File: config.mk
export PLATFORM = sky130hd
export DESIGN_NAME = state_sequencer_flat
export DESIGN_NICKNAME = d
export VERILOG_FILES = /design/src/rtl/state_sequencer_pkg.sv /design/src/rtl/state_sequencer_if.sv /design/src/rtl/state_sequencer_dispatch.sv /design/src/rtl/state_sequencer.sv /design/src/flat_wrapper.sv
export SDC_FILE = /design/constraint.sdc
export NUM_CORES = 1
export LEC_CHECK = 0
export CORE_UTILIZATION = 47
export DETAILED_ROUTE_END_ITERATION = 8
export PLACE_DENSITY = 0.89
export SLEW_MARGIN = 20
export SYNTH_ARGS = -nofsm -noshare
export SYNTH_HDL_FRONTEND = slang
export SYNTH_SLANG_ARGS = --single-unit
File: constraint.sdc
create_clock -name clk -period 2.5 [get_ports clk]
set_clock_uncertainty 0.05 [all_clocks]
set_input_delay 0.5 -clock clk [delete_from_list [all_inputs] [get_ports clk]]
set_output_delay 0.5 -clock clk [all_outputs]
set_load 0.005 [all_outputs]
File: src/rtl/state_sequencer_pkg.sv
// riscpkg: shared encodings for the multicycle 16-bit RISC core.
//   - Opcode and CZ-field encodings decoded from the instruction register.
//   - StateID constants used by both the next-state engine and the
//     negedge control-signal controller, so there is one encoding only.
//   - Small helpers for building the dispatch key and spotting the last
//     state of an instruction.
package riscpkg;

  // Width of the StateID encoding itself. The sequencer port may be wider.
  localparam int SID_W = 6;

  // Opcodes, ir[15:12]
  localparam logic [3:0] OP_ADD = 4'b0000;
  localparam logic [3:0] OP_ADI = 4'b0001;
  localparam logic [3:0] OP_NDU = 4'b0010;
  localparam logic [3:0] OP_LHI = 4'b0011;
  localparam logic [3:0] OP_LW  = 4'b0100;
  localparam logic [3:0] OP_SW  = 4'b0101;
  localparam logic [3:0] OP_LM  = 4'b0110;
  localparam logic [3:0] OP_SM  = 4'b0111;
  localparam logic [3:0] OP_JAL = 4'b1000;
  localparam logic [3:0] OP_JLR = 4'b1001;
  localparam logic [3:0] OP_BEQ = 4'b1100;

  // CZ condition field, ir[1:0]
  typedef enum logic [1:0] {
    CZ_NONE = 2'b00,  // unconditional
    CZ_Z    = 2'b01,  // write only if Z set
    CZ_C    = 2'b10,  // write only if C set
    CZ_BOTH = 2'b11   // reserved: no write, straight to PC increment
  } cz_e;

  // Fields of the instruction the dispatcher looks at
  typedef struct packed {
    logic [3:0] opcode;
    cz_e        cz;
  } dispatch_key_t;

  // StateID constants
  localparam logic [SID_W-1:0] S_FETCH     = 6'd0;
  localparam logic [SID_W-1:0] S_ADD_EXEC  = 6'd1;
  localparam logic [SID_W-1:0] S_ADD_WB    = 6'd2;
  localparam logic [SID_W-1:0] S_ADI_EXEC  = 6'd3;
  localparam logic [SID_W-1:0] S_ADI_WB    = 6'd4;
  localparam logic [SID_W-1:0] S_ADC_WB    = 6'd5;
  localparam logic [SID_W-1:0] S_ADZ_WB    = 6'd6;
  localparam logic [SID_W-1:0] S_ILLEGAL   = 6'd7;
  localparam logic [SID_W-1:0] S_NDU_EXEC  = 6'd8;
  localparam logic [SID_W-1:0] S_NDU_WB    = 6'd9;
  localparam logic [SID_W-1:0] S_NDU_CZ_WB = 6'd10;
  localparam logic [SID_W-1:0] S_LHI_EXEC  = 6'd11;
  localparam logic [SID_W-1:0] S_LHI_WB    = 6'd12;
  localparam logic [SID_W-1:0] S_PC_INC    = 6'd13;
  localparam logic [SID_W-1:0] S_PC_WB     = 6'd14;
  localparam logic [SID_W-1:0] S_MEM_ADDR  = 6'd15;
  localparam logic [SID_W-1:0] S_SW_DATA   = 6'd16;
  localparam logic [SID_W-1:0] S_SW_WAIT   = 6'd17;
  localparam logic [SID_W-1:0] S_LW_WAIT   = 6'd18;
  localparam logic [SID_W-1:0] S_LW_WB     = 6'd19;
  localparam logic [SID_W-1:0] S_BEQ_READ  = 6'd22;
  localparam logic [SID_W-1:0] S_BEQ_CMP   = 6'd23;
  localparam logic [SID_W-1:0] S_BEQ_TGT   = 6'd24;
  localparam logic [SID_W-1:0] S_BEQ_LOAD  = 6'd25;
  localparam logic [SID_W-1:0] S_JAL_LINK  = 6'd26;
  localparam logic [SID_W-1:0] S_JAL_JUMP  = 6'd27;
  localparam logic [SID_W-1:0] S_JLR_LINK  = 6'd28;
  localparam logic [SID_W-1:0] S_JLR_JUMP  = 6'd29;
  localparam logic [SID_W-1:0] S_LM_ADDR   = 6'd30;
  localparam logic [SID_W-1:0] S_LM_READ   = 6'd31;
  localparam logic [SID_W-1:0] S_LM_WB     = 6'd32;
  localparam logic [SID_W-1:0] S_LM_NEXT   = 6'd33;
  localparam logic [SID_W-1:0] S_SM_ADDR   = 6'd34;
  localparam logic [SID_W-1:0] S_SM_READ   = 6'd35;
  localparam logic [SID_W-1:0] S_SM_WRITE  = 6'd36;
  localparam logic [SID_W-1:0] S_SM_NEXT   = 6'd37;

  // Build the dispatch key from an instruction word
  function automatic dispatch_key_t make_key(input logic [15:0] instr);
    dispatch_key_t k;
    k.opcode = instr[15:12];
    k.cz     = cz_e'(instr[1:0]);
    return k;
  endfunction

  // States whose return to fetch marks a completed instruction
  function automatic logic is_final_state(input logic [SID_W-1:0] s);
    return (s == S_PC_WB) || (s == S_BEQ_LOAD) ||
           (s == S_JAL_JUMP) || (s == S_JLR_JUMP);
  endfunction

endpackage

File: src/rtl/state_sequencer_if.sv
// state_sequencer_if: bundle between the core datapath and the sequencer.
//   Core -> sequencer : ir, compare, carry_flag, zero_flag, mem_ready
//   Sequencer -> core : state_id, loop_cnt, loop_last, instr_done, illegal
// master = core/datapath side, slave = sequencer side.
interface state_sequencer_if #(
  parameter int STATE_W = 6
);
  logic [15:0]        ir;
  logic               compare;
  logic               carry_flag;
  logic               zero_flag;
  logic               mem_ready;
  logic [STATE_W-1:0] state_id;
  logic [2:0]         loop_cnt;
  logic               loop_last;
  logic               instr_done;
  logic               illegal;

  modport master (
    output ir, compare, carry_flag, zero_flag, mem_ready,
    input  state_id, loop_cnt, loop_last, instr_done, illegal
  );

  modport slave (
    input  ir, compare, carry_flag, zero_flag, mem_ready,
    output state_id, loop_cnt, loop_last, instr_done, illegal
  );
endinterface

File: src/rtl/state_sequencer_dispatch.sv
// seq_dispatch: purely combinational instruction decode for the sequencer.
//   i_key        : {opcode, CZ} taken from the instruction register
//   o_fetch_next : successor of S0 (fetch)
//   o_add_next   : successor of S1 (ADD execute), selected by CZ
//   o_ndu_next   : successor of S8 (NDU execute), selected by CZ
module seq_dispatch
  import riscpkg::*;
(
  input  dispatch_key_t    i_key,
  output logic [SID_W-1:0] o_fetch_next,
  output logic [SID_W-1:0] o_add_next,
  output logic [SID_W-1:0] o_ndu_next
);

  always_comb begin
    o_fetch_next = S_ILLEGAL;
    case (i_key.opcode)
      OP_ADD:        o_fetch_next = S_ADD_EXEC;
      OP_ADI:        o_fetch_next = S_ADI_EXEC;
      OP_NDU:        o_fetch_next = S_NDU_EXEC;
      OP_LHI:        o_fetch_next = S_LHI_EXEC;
      OP_LW, OP_SW:  o_fetch_next = S_MEM_ADDR;  // split later on ir[12]
      OP_LM:         o_fetch_next = S_LM_ADDR;
      OP_SM:         o_fetch_next = S_SM_ADDR;
      OP_JAL:        o_fetch_next = S_JAL_LINK;
      OP_JLR:        o_fetch_next = S_JLR_LINK;
      OP_BEQ:        o_fetch_next = S_BEQ_READ;
      default:       o_fetch_next = S_ILLEGAL;
    endcase
  end

  // The flag test itself happens in the datapath; here CZ only picks which
  // write-back state the controller should see.
  always_comb begin
    o_add_next = S_PC_INC;
    case (i_key.cz)
      CZ_NONE: o_add_next = S_ADD_WB;
      CZ_C:    o_add_next = S_ADC_WB;
      CZ_Z:    o_add_next = S_ADZ_WB;
      default: o_add_next = S_PC_INC;
    endcase
  end

  always_comb begin
    o_ndu_next = S_PC_INC;
    case (i_key.cz)
      CZ_NONE:    o_ndu_next = S_NDU_WB;
      CZ_C, CZ_Z: o_ndu_next = S_NDU_CZ_WB;
      default:    o_ndu_next = S_PC_INC;
    endcase
  end

endmodule

File: src/rtl/state_sequencer.sv
// state_sequencer: next-state engine for the multicycle 16-bit RISC core.
// Updates on posedge clk so state_id is stable when the control-signal
// controller samples it on the negedge.
//   clk  : system clock
//   rst  : synchronous reset, active-low
//   bus  : slave side of state_sequencer_if
//          in : ir, compare, carry_flag, zero_flag, mem_ready
//          out: state_id (registered), loop_cnt (registered),
//               loop_last (combinational), instr_done, illegal (registered)
// LOOP_N is the LM/SM register-list length; a power of two, at most 8.
module state_sequencer
  import riscpkg::*;
#(
  parameter int STATE_W = 6,
  parameter int LOOP_N  = 8
) (
  input  logic             clk,
  input  logic             rst,
  state_sequencer_if.slave bus
);

  localparam logic [2:0] LOOP_LAST = 3'(LOOP_N - 1);

  logic [SID_W-1:0] r_state;
  logic [2:0]       r_loop_cnt;
  logic             r_instr_done;
  logic             r_illegal;

  logic [SID_W-1:0] w_state_next;
  logic [2:0]       w_loop_cnt_next;
  logic [SID_W-1:0] w_fetch_next;
  logic [SID_W-1:0] w_add_next;
  logic [SID_W-1:0] w_ndu_next;
  logic             w_loop_last;
  logic             w_is_store;
  dispatch_key_t    w_key;

  // Flags and the register fields of ir are consumed by the datapath only.
  logic             w_unused_inputs;
  assign w_unused_inputs = ^{bus.ir[11:2], bus.carry_flag, bus.zero_flag};

  assign w_key       = make_key(bus.ir);
  assign w_is_store  = bus.ir[12];  // LW=0100, SW=0101
  assign w_loop_last = (r_loop_cnt == LOOP_LAST);

  seq_dispatch u_dispatch (
    .i_key        (w_key),
    .o_fetch_next (w_fetch_next),
    .o_add_next   (w_add_next),
    .o_ndu_next   (w_ndu_next)
  );

  always_comb begin
    w_state_next    = S_FETCH;  // unknown encodings recover to fetch
    w_loop_cnt_next = r_loop_cnt;
    case (r_state)
      S_FETCH: begin
        w_state_next    = w_fetch_next;
        w_loop_cnt_next = 3'd0;
      end
      // ADD family
      S_ADD_EXEC:                       w_state_next = w_add_next;
      S_ADD_WB, S_ADC_WB, S_ADZ_WB:     w_state_next = S_PC_INC;
      // ADI / LHI
      S_ADI_EXEC:                       w_state_next = S_ADI_WB;
      S_ADI_WB:                         w_state_next = S_PC_INC;
      S_LHI_EXEC:                       w_state_next = S_LHI_WB;
      S_LHI_WB:                         w_state_next = S_PC_INC;
      // NDU family
      S_NDU_EXEC:                       w_state_next = w_ndu_next;
      S_NDU_WB, S_NDU_CZ_WB:            w_state_next = S_PC_INC;
      S_ILLEGAL:                        w_state_next = S_PC_INC;
      // PC increment tail shared by most instructions
      S_PC_INC:                         w_state_next = S_PC_WB;
      S_PC_WB:                          w_state_next = S_FETCH;
      // LW / SW
      S_MEM_ADDR: w_state_next = w_is_store ? S_SW_DATA : S_LW_WAIT;
      S_SW_DATA:  w_state_next = S_SW_WAIT;
      S_SW_WAIT:  w_state_next = bus.mem_ready ? S_PC_INC : S_SW_WAIT;
      S_LW_WAIT:  w_state_next = bus.mem_ready ? S_LW_WB : S_LW_WAIT;
      S_LW_WB:    w_state_next = S_PC_INC;
      // BEQ: taken path has already loaded the target, so no PC increment
      S_BEQ_READ: w_state_next = S_BEQ_CMP;
      S_BEQ_CMP:  w_state_next = bus.compare ? S_BEQ_TGT : S_PC_INC;
      S_BEQ_TGT:  w_state_next = S_BEQ_LOAD;
      S_BEQ_LOAD: w_state_next = S_FETCH;
      // Jumps
      S_JAL_LINK: w_state_next = S_JAL_JUMP;
      S_JAL_JUMP: w_state_next = S_FETCH;
      S_JLR_LINK: w_state_next = S_JLR_JUMP;
      S_JLR_JUMP: w_state_next = S_FETCH;
      // LM loop: exit decision uses loop_last from before the increment
      S_LM_ADDR:  w_state_next = S_LM_READ;
      S_LM_READ:  w_state_next = S_LM_WB;
      S_LM_WB:    w_state_next = S_LM_NEXT;
      S_LM_NEXT: begin
        w_loop_cnt_next = r_loop_cnt + 3'd1;
        w_state_next    = w_loop_last ? S_PC_INC : S_LM_ADDR;
      end
      // SM loop, same shape as LM
      S_SM_ADDR:  w_state_next = S_SM_READ;
      S_SM_READ:  w_state_next = S_SM_WRITE;
      S_SM_WRITE: w_state_next = S_SM_NEXT;
      S_SM_NEXT: begin
        w_loop_cnt_next = r_loop_cnt + 3'd1;
        w_state_next    = w_loop_last ? S_PC_INC : S_SM_ADDR;
      end
      default:    w_state_next = S_FETCH;
    endcase
  end

  always_ff @(posedge clk) begin
    if (!rst) begin
      r_state      <= S_FETCH;
      r_loop_cnt   <= 3'd0;
      r_instr_done <= 1'b0;
      r_illegal    <= 1'b0;
    end else begin
      r_state      <= w_state_next;
      r_loop_cnt   <= w_loop_cnt_next;
      // Registered so the flag lines up with the fetch cycle it announces
      r_instr_done <= (w_state_next == S_FETCH) && is_final_state(r_state);
      r_illegal    <= (w_state_next == S_ILLEGAL);
    end
  end

  assign bus.state_id   = STATE_W'(r_state);
  assign bus.loop_cnt   = r_loop_cnt;
  assign bus.loop_last  = w_loop_last;
  assign bus.instr_done = r_instr_done;
  assign bus.illegal    = r_illegal;

endmodule

File: src/flat_wrapper.sv
// flat-port wrapper written by rule: the top's interface ports become plain ports
module state_sequencer_flat import riscpkg::*;
#(
  parameter int STATE_W = 6,
  parameter int LOOP_N  = 8
)
  (clk, rst, bus_ir, bus_compare, bus_carry_flag, bus_zero_flag, bus_mem_ready, bus_state_id, bus_loop_cnt, bus_loop_last, bus_instr_done, bus_illegal);
  state_sequencer_if #(.STATE_W(STATE_W)) bus_i ();
  input  logic clk;
  input  logic rst;
  input wire logic [$bits(bus_i.ir)-1:0] bus_ir;
  input wire logic [$bits(bus_i.compare)-1:0] bus_compare;
  input wire logic [$bits(bus_i.carry_flag)-1:0] bus_carry_flag;
  input wire logic [$bits(bus_i.zero_flag)-1:0] bus_zero_flag;
  input wire logic [$bits(bus_i.mem_ready)-1:0] bus_mem_ready;
  output wire logic [$bits(bus_i.state_id)-1:0] bus_state_id;
  output wire logic [$bits(bus_i.loop_cnt)-1:0] bus_loop_cnt;
  output wire logic [$bits(bus_i.loop_last)-1:0] bus_loop_last;
  output wire logic [$bits(bus_i.instr_done)-1:0] bus_instr_done;
  output wire logic [$bits(bus_i.illegal)-1:0] bus_illegal;
  assign bus_i.ir = bus_ir;
  assign bus_i.compare = bus_compare;
  assign bus_i.carry_flag = bus_carry_flag;
  assign bus_i.zero_flag = bus_zero_flag;
  assign bus_i.mem_ready = bus_mem_ready;
  assign bus_state_id = bus_i.state_id;
  assign bus_loop_cnt = bus_i.loop_cnt;
  assign bus_loop_last = bus_i.loop_last;
  assign bus_instr_done = bus_i.instr_done;
  assign bus_illegal = bus_i.illegal;
  state_sequencer #(.STATE_W(STATE_W), .LOOP_N(LOOP_N)) u_core (.clk(clk), .rst(rst), .bus(bus_i));
endmodule
# After elaboration in Yosys (flattened, before gate mapping)

Memories as Yosys holds them, arrays and structs flattened.
Index checks and enable logic that the tools add are counted.

Flip-flop bits (word level): 11
Bits in latches: 0
Memory bits (writable): 0
Memory bits (read-only): 96
Output and inout port bits: 12
Memories kept: 1

Memories:

| name             | depth | bits a word | rd ports | clocked after Yosys merged registers in | write ports | RTL line                       | text |
|---|---|---|---|---|---|---|---|
| (name not given) | 16    | 6           | 1        | 0                                       | 0           | state_sequencer_dispatch.sv:17 | `case (i_key.opcode)` |

Add/subtract/negate cells: 1
Multipliers: 0
Div/mod/pow operators: 0
Magnitude comparators: 0
Equality and inequality tests: 39
Shifts and indexed selects: 0
Multiplexer cells: 10
Bitwise logic cells: 0
Reductions and logical operators: 11

Operators by type and width:

| operator              | count |
|---|---|
| $pmux W6 S24          | 1 |
| $eq A6 B5 Y1 const B  | 14 |
| $eq A6 B4 Y1 const B  | 8 |
| $eq A6 B6 Y1 const B  | 6 |
| $eq A6 B3 Y1 const B  | 5 |
| $mux W5               | 3 |
| $eq A6 B2 Y1 const B  | 2 |
| $logic_not A6 Y1      | 2 |
| $pmux W3 S2           | 2 |
| $pmux W4 S3           | 1 |
| $reduce_or A9 Y1      | 1 |
| $eq A6 B1 Y1 const B  | 1 |
| $mux W6               | 1 |
| $reduce_or A2 Y1      | 2 |
| $add A3 B1 Y3 const B | 1 |
| $eq A3 B3 Y1 const B  | 1 |
| $logic_or A1 B1 Y1    | 3 |
| $eq A2 B1 Y1 const B  | 1 |
| $eq A2 B2 Y1 const B  | 1 |
| $logic_not A2 Y1      | 1 |
| $mux W2               | 1 |
| $reduce_bool A2 Y1    | 1 |
| $logic_and A1 B1 Y1   | 1 |
| $mux W1               | 1 |

# Depth between registers and ports, before layout

Gate-level depths: netlist of run 1.

Depth after elaboration: 6
Gate-level depth with buffers: 8
Depth with buffers taken out: 7

# By module

Synthesis of run 1 repeated with hierarchy kept, for this count alone.

Cells, all modules: 192
Area, all modules: 1,403.8 sq um

Modules (own cells, without submodules):

| module          | instances | cells an instance | area an instance (sq um) | sequential area each (sq um) |
|---|---|---|---|---|
| state_sequencer | 1         | 151               | 1,104.8                  | 220.2 |
| seq_dispatch    | 1         | 41                | 299.0                    | 0.0 |

# Least setup slack after synthesis of run 1

OpenSTA, ideal clock, no wires.

Kind: register to register
Start point: register u_core.r_state[3] (netlist: u_core.bus.state_id[3])
End point: register u_core.r_illegal (netlist: u_core.bus.illegal)
Setup time: 0.087 ns
Data arrival time: 1.846 ns
Data required time: 2.363 ns
Setup slack: 0.516 ns
Cell stages (with the launch flop): 8
Buffers on the path: 1
Period minus slack after synthesis: 1.984 ns
Path through: dfxtp_1 buf_2 and4b_1 a2111oi_4 o32ai_2 nor4_2 o41ai_1 nor4b_2

Longest elaborated chain between the ends: 4

RTL lines:

| item                                       | RTL line               | text |
|---|---|---|
| start, declared                            | state_sequencer.sv:24  | `logic [SID_W-1:0] r_state;` |
| start signal, assigned                     | state_sequencer.sv:119 | `r_state <= w_state_next;` |
| $eq A6 B2 Y1, or another cell as far along | state_sequencer.sv:56  | `case (r_state)` |
| $reduce_or A9 Y1 (no source line)          | -                      |  |
| $pmux W6 S24 *                             | state_sequencer.sv:56  |  |
| $eq A6 B3 Y1 *                             | state_sequencer.sv:123 | `r_illegal <= (w_state_next == S_ILLEGAL);` |
| end signal, assigned                       | state_sequencer.sv:123 |  |
| end, declared                              | state_sequencer.sv:27  | `logic r_illegal;` |

Every way passes the cells marked *; elsewhere a longest branch is shown, timed or not.
A chain may end at the register's enable or synchronous reset.

# Worst setup path after layout of run 1

Start point: register u_core.r_state[1] (netlist: u_core.bus.state_id[1])
End point: register u_core.r_illegal (netlist: u_core.bus.illegal)

Same word-level chain as after synthesis.

==> results of run 1 <==
-- cell families (layout without fill, tap and decap cells) --
| kind of cell | Yosys count | after routing |
|---|---|---|
| AOI/OAI and AO/OA | 48 | 48 |
| xor gates and xnor gates | 1 | 1 |
| adders and majority gates | 7 | 7 |
| buffers and inverters | 18 | 47 |
| DFF | 11 | 11 |
| muxes | 1 | 1 |
| and+or+nand+nor | 70 | 70 |
-- state kept, by name, indices dropped and copies added (netlist names) --
name,cells
u_core.bus.state_id,6
u_core.bus.instr_done,1
u_core.bus.illegal,1
u_core.bus.loop_cnt,3
-- layer usage --
metal	part of all wire	routed length (µm)	track usage
met1	0.42	1380	0.321
met2	0.48	1600	0.444
met3	0.089	295	0.0585
met4	0.014	48	0.113
met5	0	0	0
-- cells in the mapped netlist (3+ instances only) --
library cell   n  area [µm²]
clkbuf_1       5        18.8
o21ai_0        5        25.0
nand3b_1       3        22.5
nand3_1        4        20.0
inv_1          7        26.3
a31oi_1        4        25.0
nand2b_1      10        62.6
buf_2          4        20.0
dfxtp_1       11         220
nor2b_1        5        31.3
nor2_1        16        60.1
o21a_1         3        22.5
ha_1           7        87.6
a21oi_1        8        40.0
a21o_1         3        22.5
a22oi_1        3        22.5
nor3_1         7        35.0
nand2_1       12        45.0
-- cell usage in the layout (no fill, tap or decap), types with 2 or more instances in the layout --
cell / n
nor3_1: 7
or3_1: 2
nor2b_1: 5
and4b_1: 2
and2_1: 2
ha_1: 7
a22oi_1: 3
nand2b_1: 10
inv_1: 7
clkdlybuf4s50_1: 21
o221ai_1: 2
o21a_1: 3
o21ai_0: 5
nand2_1: 12
o32ai_1: 2
nand3_1: 4
nand3b_1: 3
dfxtp_1: 11
a211oi_1: 2
buf_4: 14
a21o_1: 3
a21oi_1: 8
a221o_1: 2
a2111oi_0: 2
clkbuf_4: 3
nor2_1: 16
a31oi_1: 4
-- metrics by stage --
step	total power, mW	utilization
2_1_floorplan	0.921	-
3_3_place_gp	1.22	0.644
3_5_place_dp	1.24	0.644
4_1_cts	1.37	0.656
5_1_grt	1.48	0.656
6_report	1.39	0.656
-- power by group --
| group | switching [mW] | total, mW | leakage (nW) | internal [mW] |
|---|---|---|---|---|
| Clock | 0.0594 | 0.121 | 0.0150 | 0.0619 |
| Sequential | 0.0962 | 0.311 | 0.0899 | 0.215 |
| Combinational | 0.505 | 0.953 | 0.467 | 0.448 |
| Total | 0.660 | 1.39 | 0.572 | 0.725 |
-- worst max-delay path by stage --
stage | endpoint | depth (start not counted)
CTS | u_core.bus.illegal | 6
global placement | u_core.bus.illegal | 7
global route | u_core.bus.illegal | 6
floorplan | u_core.bus.illegal | 7
detailed placement | u_core.bus.illegal | 7
finish | u_core.bus.illegal | 6
-- worst min-delay path, delay by kind of cell (launching register included) --
family,cells,cell delay (ps)
compound gates,1,70
flops,1,360
simple gates,1,80
-- layout make-up --
class,instances,area share
clock buffer,4,0.0176
inverter,8,0.0201
multi-input combinational,127,0.580
sequential,11,0.148
tap,28,0.0235
timing repair buffer,35,0.211
==> impl_results.md, run 1 <==
- Status: finished, final reports clean
- Fraction of the mapped netlist area in adder cells: 0.0751
- Mux contribution to synthesized area: 0.00858
- Count of flip-flops with a built-in enable after synthesis: 0
- Vias after detailed routing: 1334
- Mean number of vias per cell: 6.26
- CP max stage delay: 460 ps
- Critical Path Source Type: register
- Source-to-sink clock delay at the later pin of the worst-skew pair: 270 ps
- Worst-path fanout max: 14
- Buffers inserted during post-CTS setup optimization: 0
- IR drop worst, VDD: 0.761 mV
- Number of buffers added by the clock tree synthesis step: 3
- Final Non-Filler Cells: 213
- Library cell used as clock root buffer: clkbuf_4
- Setup violations, final: 0
- Detailed-route wire length: 3330 µm
- Critical path startpoint: u_core.bus.state_id[1]
- Vias in the first global route: 1234
- Max-slew violation count: 0
- Post-CTS clock slew at the launch and capture registers of the worst setup and hold paths: 70 ps
- Post-layout minimum cycle time: 2320 ps
- Sum of overflow across all layers after global routing: 0
- Setup_tns: 0 ps
- Share of cells above drive strength 1: 0.119
- Number of nets in the layout: 215
- Routability congestion estimate: 0.943
- Power density cells: 928 nW/µm²
- Seq. cell area: 220 µm²
- End point of the most critical hold path: u_core.bus.loop_cnt[1]
- Maximum number of pins on one net before global-route repair: 16
- Area of combinational cells with multiple inputs: 866 µm²
- Share of flip-flops with an asynchronous set or reset: 0
- Detailed Place HPWL: 2510 µm
- Mean Syn Cell Area: 7.48 µm²
- Initial antenna violation count: 0
- Placed cell count: 209
- Starting Density: 0.512
- Number of rows in the core area: 17
- CP Buf/Inv Count: 0
- Max_slew headroom: 0.634
- Floorplan die height: 51.8 µm
- Compound-gate portion of the synthesized area: 0.317
- Top flip-flop cell by instance count after synthesis: dfxtp_1
- Synth Net Count: 185
- Hold Violations, Final: 0
- Count of input and output buffers: 21
- Final antenna diode count: 0
- Cell count of the worst hold path: 2
- Largest family of logic cells by synthesized area: simple AND/OR/NAND/NOR gates
- Average wire per cell in the routed design: 15.6 µm
- Share of synthesized area occupied by flip-flops and latches: 0.189
- Crit path setup slack, layout: 180 ps
- Overall fraction of global-route tracks in use: 0.264
- Post-synthesis instance total: 156
- Layout-stage area growth over the synthesis result: 28.0%
- Fraction of synthesized cell area in xor and xnor cells: 0.00751
- Area fraction in and, or, nand and nor cells after synthesis: 0.335
- Worst min-delay path category: reg -> reg
- Total non-filler cell area in the finished layout: 1490 µm²
- Depth of the worst register-to-register path: 6
- Transition time at the pin with the least slew margin: 546 ps
- Start point of the worst hold path: u_core.bus.loop_cnt[1]
- Period utilization: 0.928
- FILL cells: 194
- Worst path top cell family by delay: simple AND/OR/NAND/NOR gates
- TritonCTS sink count: 11
- Max capacitance violation total: 0
- RSZ-0062 raised after global routing: false
- DRC violations left: 0
- Global-route wire length before repair: 5280 µm
- Post-synthesis cell type count: 49
- Synthesis-stage register bit count: 11
- Required time of the critical path: 2630 ps
- Clock Path Buffers: 2
- Detailed Route Iter0 Violations: 86
- Worst Path Arrival: 2450 ps
- Final Hold Slack: 495 ps
- Leakage power summed over all cells: 0.572 nW
- Die area: 2680 µm²
- Count of boundary I/O pins: 34
- Hold-fix buffer count after cts: 0
- Max H-tree Level: 1
- Number of iterations in the first detailed-routing pass: 5
- Post-place instance area: 1470 µm²
- Worst slack after detailed placement: 61.1 ps
- Count of antenna-violating nets left after detailed routing: 0
- CTS tree: built
- Fmax: 431 MHz
- Area of the mapped netlist: 1170 µm²
- Endpoint of the most critical register-to-register path: u_core.bus.illegal
- Worst-case register-to-register setup slack: 180 ps
- Gates resized, CTS repair: 0
- Core Region: 2280 µm²
- Horiz. Die Dim: 51.8 µm
- Reg-to-reg startpoint: u_core.bus.state_id[1]
- CP max stage cell: dfxtp_1
- Cell breakdown of the critical path: or3_1, nor2_1, o221ai_1, o21ai_0, o41ai_1, nor4b_2
- Worst setup path class: reg -> reg
- Nature of the critical path endpoint: register
- Warnings, synthesis: 0
Note: power is estimated with default switching activity, not from simulation.
==> run 2, diff against run 1 <==
--- a/config.mk
+++ b/config.mk
@@ -5,9 +5,13 @@
 export SDC_FILE = /design/constraint.sdc
 export NUM_CORES = 1
 export LEC_CHECK = 0
-export CORE_UTILIZATION = 47
+export CELL_PAD_IN_SITES_DETAIL_PLACEMENT = 1
+export CELL_PAD_IN_SITES_GLOBAL_PLACEMENT = 2
+export CORE_UTILIZATION = 26
 export DETAILED_ROUTE_END_ITERATION = 8
-export PLACE_DENSITY = 0.89
+export GPL_ROUTABILITY_DRIVEN = 0
+export PLACE_DENSITY = 0.9
+export RECOVER_POWER = 25
 export SLEW_MARGIN = 20
 export SYNTH_ARGS = -nofsm -noshare
 export SYNTH_HDL_FRONTEND = slang
==> run 2 against run 1 <==
Sequential share of layout area is 0.37 points lower. Final cell count is 9.9% higher. Clock power up 41%. Register-to-register slack improved by 70 ps. Hold slack better by 3.0 ps.
==> impl_results.md, run 2 (synthesis results as in run 1) <==
- Number of rows in the core area: 23
- Starting Density: 0.281
- Setup violations, final: 0
- Number of nets in the layout: 214
- Largest register FFs: 6
- Detailed-route wire length: 3640 µm
- RSZ-0062 raised after global routing: false
- Post-layout minimum cycle time: 2260 ps
- Max capacitance violation total: 0
- DRC violations left: 0
- Max_slew headroom: 0.624
- Most frequent cells in the layout: 16 x nor2_1, 16 x clkdlybuf4s50_1, 13 x buf_4
- Required time of the critical path: 2590 ps
- Fmax: 442 MHz
- Worst min-delay path category: reg -> reg
- Power density cells: 927 nW/µm²
- Combinational cell fraction of total power: 0.674
- Depth of the worst register-to-register path: 6
- TritonCTS sink count: 11
- Count of input and output buffers: 21
- Vias in the first global route: 1298
- Reg-to-reg startpoint: u_core.bus.state_id[1]
- Initial antenna violation count: 0
- Switching Share: 0.461
- IR drop worst, VDD: 0.456 mV
- End point of the most critical hold path: u_core.bus.loop_cnt[1]
- CTS tree: built
- Internal power: 0.766 mW
- Vias after detailed routing: 1276
- Library cell used as clock root buffer: clkbuf_8
- Nature of the critical path endpoint: register
- Final antenna diode count: 0
- Share of cells above drive strength 1: 0.114
- Global-route wire length before repair: 6010 µm
- Mean number of vias per cell: 5.45
- Post-CTS clock slew at the launch and capture registers of the worst setup and hold paths: 50 ps
- Wire length on met3: 101 µm
- Max H-tree Level: 1
- Cell count of the worst hold path: 2
- Start point of the worst hold path: u_core.bus.loop_cnt[1]
- Die area: 4760 µm²
- Max-slew violation count: 0
- Routed metal-1 wirelength: 1720 µm
- Worst Path Arrival: 2350 ps
- Sum of overflow across all layers after global routing: 0
- Hold-fix buffer count after cts: 0
- Final Non-Filler Cells: 234
- Buffers inserted during post-CTS setup optimization: 0
- Leakage power summed over all cells: 0.590 nW
- Gates resized, CTS repair: 0
- Sequential share of power: 0.206
- Net switching power of the design: 0.654 mW
- Share of the core filled with cells in the final layout: 0.370
- Worst-case register-to-register setup slack: 250 ps
- Status: finished, final reports clean
- Source-to-sink clock delay at the later pin of the worst-skew pair: 230 ps
- Uppermost layer routed: met3
- Worst-path fanout max: 3
- Setup_tns: 0 ps
- Number of buffers added by the clock tree synthesis step: 3
- Layout-stage area growth over the synthesis result: 31.3%
- Endpoint of the most critical register-to-register path: u_core.bus.illegal
- Maximum number of pins on one net before global-route repair: 17
- Part of the power in the clock network: 0.120
- Count of antenna-violating nets left after detailed routing: 0
- Detailed Place HPWL: 2940 µm
- Period utilization: 0.906
- Overall fraction of global-route tracks in use: 0.165
- Transition time at the pin with the least slew margin: 550 ps
- Count of boundary I/O pins: 34
- Clock Path Buffers: 2
- Average wire per cell in the routed design: 15.5 µm
- Horiz. Die Dim: 69.0 µm
- Routed length on met2: 1820 µm
- Worst setup path class: in -> reg
- Placed cell count: 230
- Critical Path Source Type: input pin
- Hold Violations, Final: 0
- Floorplan die height: 69.0 µm
- Detailed Route Iter0 Violations: 59
- Core Region: 4140 µm²
- Number of iterations in the first detailed-routing pass: 4
[run 2: changes by cell type in the layout (fill, tap and decap cells not counted)]
cell	change
clkdlybuf4s50_1	-5
dlygate4sd3_1	+5
clkbuf_4	-3
clkbuf_8	+3
buf_4	-1
[run 2: critical path: stages]
cell and delay [ps]:
clkdlybuf4s50_1 440, nor3_1 210, a211oi_1 80, a221o_1 340, nor4_2 310, o41ai_1 160, nor4b_2 300
[run 2: how the worst max path moves through the flow]
stage                                       from                  to  slack, ps
after floorplan           u_core.bus.state_id[3]  u_core.bus.illegal        520
after global routing                  bus_ir[14]  u_core.bus.illegal        100
final                                 bus_ir[13]  u_core.bus.illegal        240
after global placement                bus_ir[14]  u_core.bus.illegal         50
after detailed placement              bus_ir[13]  u_core.bus.illegal         10
after CTS                             bus_ir[13]  u_core.bus.illegal        210
[run 2: stage by stage]
| stage | total power [mW] | hold WS (ps) | worst slack [ps] | instance area [µm²] |
|---|---|---|---|---|
| floorplan | 0.921 | 466 | 516 | 1170 |
| global placement | 1.21 | 466 | 45.6 | 1490 |
| CTS | 1.43 | 517 | 214 | 1530 |
| global route | 1.53 | 534 | 105 | 1530 |
| detailed placement | 1.25 | 495 | 14.0 | 1490 |
| finish | 1.42 | 498 | 235 | 1530 |
[run 2: routing by layer]
layer / up-vias / global-route usage
met5: - / 0
met4: 0 / 0.0230
met3: 0 / 0.00987
met2: 20 / 0.294
met1: 615 / 0.220
li1: 641 / -
[run 2: layout make-up]
| type | count | area, µm² |
|---|---|---|
| fillers | 529 | 2610 |
| flip-flops and latches | 11 | 220 |
| repair buffers | 34 | 308 |
| well taps | 50 | 62.6 |
| inverters | 8 | 30.0 |
| multi-input cells | 127 | 866 |
| clock buffers | 4 | 45.0 |
[run 2: power groups by stage]
stage | registers (mW) | clock network [mW] | logic [mW]
final | 0.292 | 0.171 | 0.957
after global routing | 0.301 | 0.181 | 1.05
after CTS | 0.292 | 0.176 | 0.962
after detailed placement | 0.295 | 0 | 0.952
after global placement | 0.290 | 0 | 0.924
after floorplan | 0.259 | 0 | 0.661
==> run 3, diff against run 2 <==
--- a/config.mk
+++ b/config.mk
@@ -7,10 +7,13 @@
 export LEC_CHECK = 0
 export CELL_PAD_IN_SITES_DETAIL_PLACEMENT = 1
 export CELL_PAD_IN_SITES_GLOBAL_PLACEMENT = 2
-export CORE_UTILIZATION = 26
+export CORE_ASPECT_RATIO = 0.8
+export CORE_UTILIZATION = 34
+export CTS_CLUSTER_SIZE = 28
 export DETAILED_ROUTE_END_ITERATION = 8
+export DONT_BUFFER_PORTS = 1
 export GPL_ROUTABILITY_DRIVEN = 0
-export PLACE_DENSITY = 0.9
+export PLACE_DENSITY = 0.88
 export RECOVER_POWER = 25
 export SLEW_MARGIN = 20
 export SYNTH_ARGS = -nofsm -noshare
==> run 3 against run 2 <==
Sequential share of layout area is 2.7 points higher. Hold slack worse by 22 ps. Register-to-register slack worse by 80 ps. Final area is 15% lower. Sequential cell count stayed put. Maximum frequency is 2.8% lower. Final cell count is 14% lower. Count of clock-buffer cells in the layout is 1 lower. Power is 4.3% lower. Non-clock buffer count is 23 lower. Critical endpoint unchanged.
==> impl_results.md, run 3 (synthesis results as in run 1) <==
- Count of input and output buffers: 0
- Global routing met2 resource utilization: 0.330
- Met3 usage in global routing: 0.0479
- Source-to-sink clock delay at the later pin of the worst-skew pair: 250 ps
- Leading cell type in the layout, fill and taps excluded: nor2_1
- Final antenna diode count: 0
- Worst Path Arrival: 2440 ps
- Fmax: 429 MHz
- DRC violations left: 0
- Global Route met1 Usage: 0.283
- Leakage power summed over all cells: 0.493 nW
- Required time of the critical path: 2610 ps
- IR drop worst, VDD: 0.411 mV
- Number of nets in the layout: 191
- Global route hottest layer: met2
- Max capacitance violation total: 0
- Detailed Route Iter0 Violations: 67
- Number of iterations in the first detailed-routing pass: 6
- Nature of the critical path endpoint: register
- Worst min-delay path category: in -> reg
- RSZ-0062 raised after global routing: false
- Depth of the worst register-to-register path: 6
- Post-place instance area: 1250 µm²
- Vias after detailed routing: 1202
- Max_slew headroom: 0.663
- Mean number of vias per cell: 5.98
- Setup_tns: 0 ps
- Total non-filler cell area in the finished layout: 1300 µm²
- Number of rows in the core area: 18
- Transition time at the pin with the least slew margin: 492 ps
- Sum of overflow across all layers after global routing: 0
- Endpoint of the most critical register-to-register path: u_core.bus.illegal
- Buffers inserted during post-CTS setup optimization: 0
- Hold-fix buffer count after cts: 0
- Crit path setup slack, layout: 170 ps
- Initial antenna violation count: 0
- Max H-tree Level: 1
- Reg-to-reg startpoint: u_core.bus.state_id[0]
- Detailed Place HPWL: 2830 µm
- Max-slew violation count: 0
- Overall Power: 1.36 mW
- Most frequent cells in the layout: 15 x nor2_1, 12 x nand2_1, 11 x buf_4
- Post-CTS clock slew at the launch and capture registers of the worst setup and hold paths: 60 ps
- Detailed-route wire length: 3620 µm
- TritonCTS sink count: 11
- Starting Density: 0.367
- Worst-path fanout max: 12
- Clock Path Buffers: 2
- Layout-stage area growth over the synthesis result: 11.4%
- Hold Violations, Final: 0
- Cell count of the worst hold path: 2
- Status: finished, final reports clean
- Vias in the first global route: 1163
- Setup violations, final: 0
- Worst setup path class: reg -> reg
- Count of boundary I/O pins: 34
- CTS tree: built
- Power density cells: 1050 nW/µm²
- Horiz. Die Dim: 67.5 µm
- Die area: 3670 µm²
- Maximum number of pins on one net before global-route repair: 14
- Library cell used as clock root buffer: clkbuf_8
- Share of cells above drive strength 1: 0.137
- Largest register FFs: 6
- Worst slack after detailed placement: 130 ps
- Start point of the worst hold path: rst
- Share of the core filled with cells in the final layout: 0.409
- Worst-case register-to-register setup slack: 170 ps
- Count of antenna-violating nets left after detailed routing: 0
- Overall fraction of global-route tracks in use: 0.211
- Global-route wire length before repair: 5610 µm
- Critical Path Source Type: register
- Core Region: 3180 µm²
- Floorplan die height: 54.4 µm
- End point of the most critical hold path: u_core.bus.state_id[2]
- Period utilization: 0.932
- Post-layout minimum cycle time: 2330 ps
- Number of buffers added by the clock tree synthesis step: 3
- Average wire per cell in the routed design: 18.0 µm
## run 3: cell type report
type	count	area [µm²]
inverter	8	30.0
tap	40	50.0
timing repair buffer	11	82.6
fill	404	1880
clock buffer	3	41.3
sequential	11	221
clock inverter	1	5.00
multi-input combinational	127	868
## run 3: metal layers
metal  wire, µm  up-vias
met4         50        0
met1       1710      559
met2       1630       41
li1           -      598
met5          0        -
met3        238        4
## run 3: stage by stage
stage	hold slack [ps]	instances
4_1_cts	463	201
2_1_floorplan	466	156
5_1_grt	489	201
3_5_place_dp	513	197
6_report	476	201
3_3_place_gp	492	197
## run 3: worst max-delay path: stages, from the launching register on
cell and delay [ps]:
dfxtp_1 560, nor2_1 160, a2111oi_4 400, o32ai_2 190
nor4_2 400, o41ai_1 170, nor4b_2 300
## run 3: power by group
part	total (mW)	switching [mW]	internal, mW
registers	0.309	0.0927	0.216
logic	0.867	0.503	0.364
clock network	0.183	0.0731	0.110
total	1.36	0.669	0.690
## run 3: how the worst max path moves through the flow
stage / from / end
global route: u_core.bus.state_id[1] / u_core.bus.illegal
floorplan: u_core.bus.state_id[3] / u_core.bus.illegal
detailed placement: u_core.bus.state_id[4] / u_core.bus.illegal
CTS: u_core.bus.state_id[4] / u_core.bus.illegal
global placement: u_core.bus.state_id[4] / u_core.bus.illegal
finish: u_core.bus.state_id[0] / u_core.bus.illegal
## run 3: timing repair
item	4_1_cts	5_1_grt
setup endpoints to repair	0	1
gates resized for setup	0	2
endpoints found under the hold margin	0	0
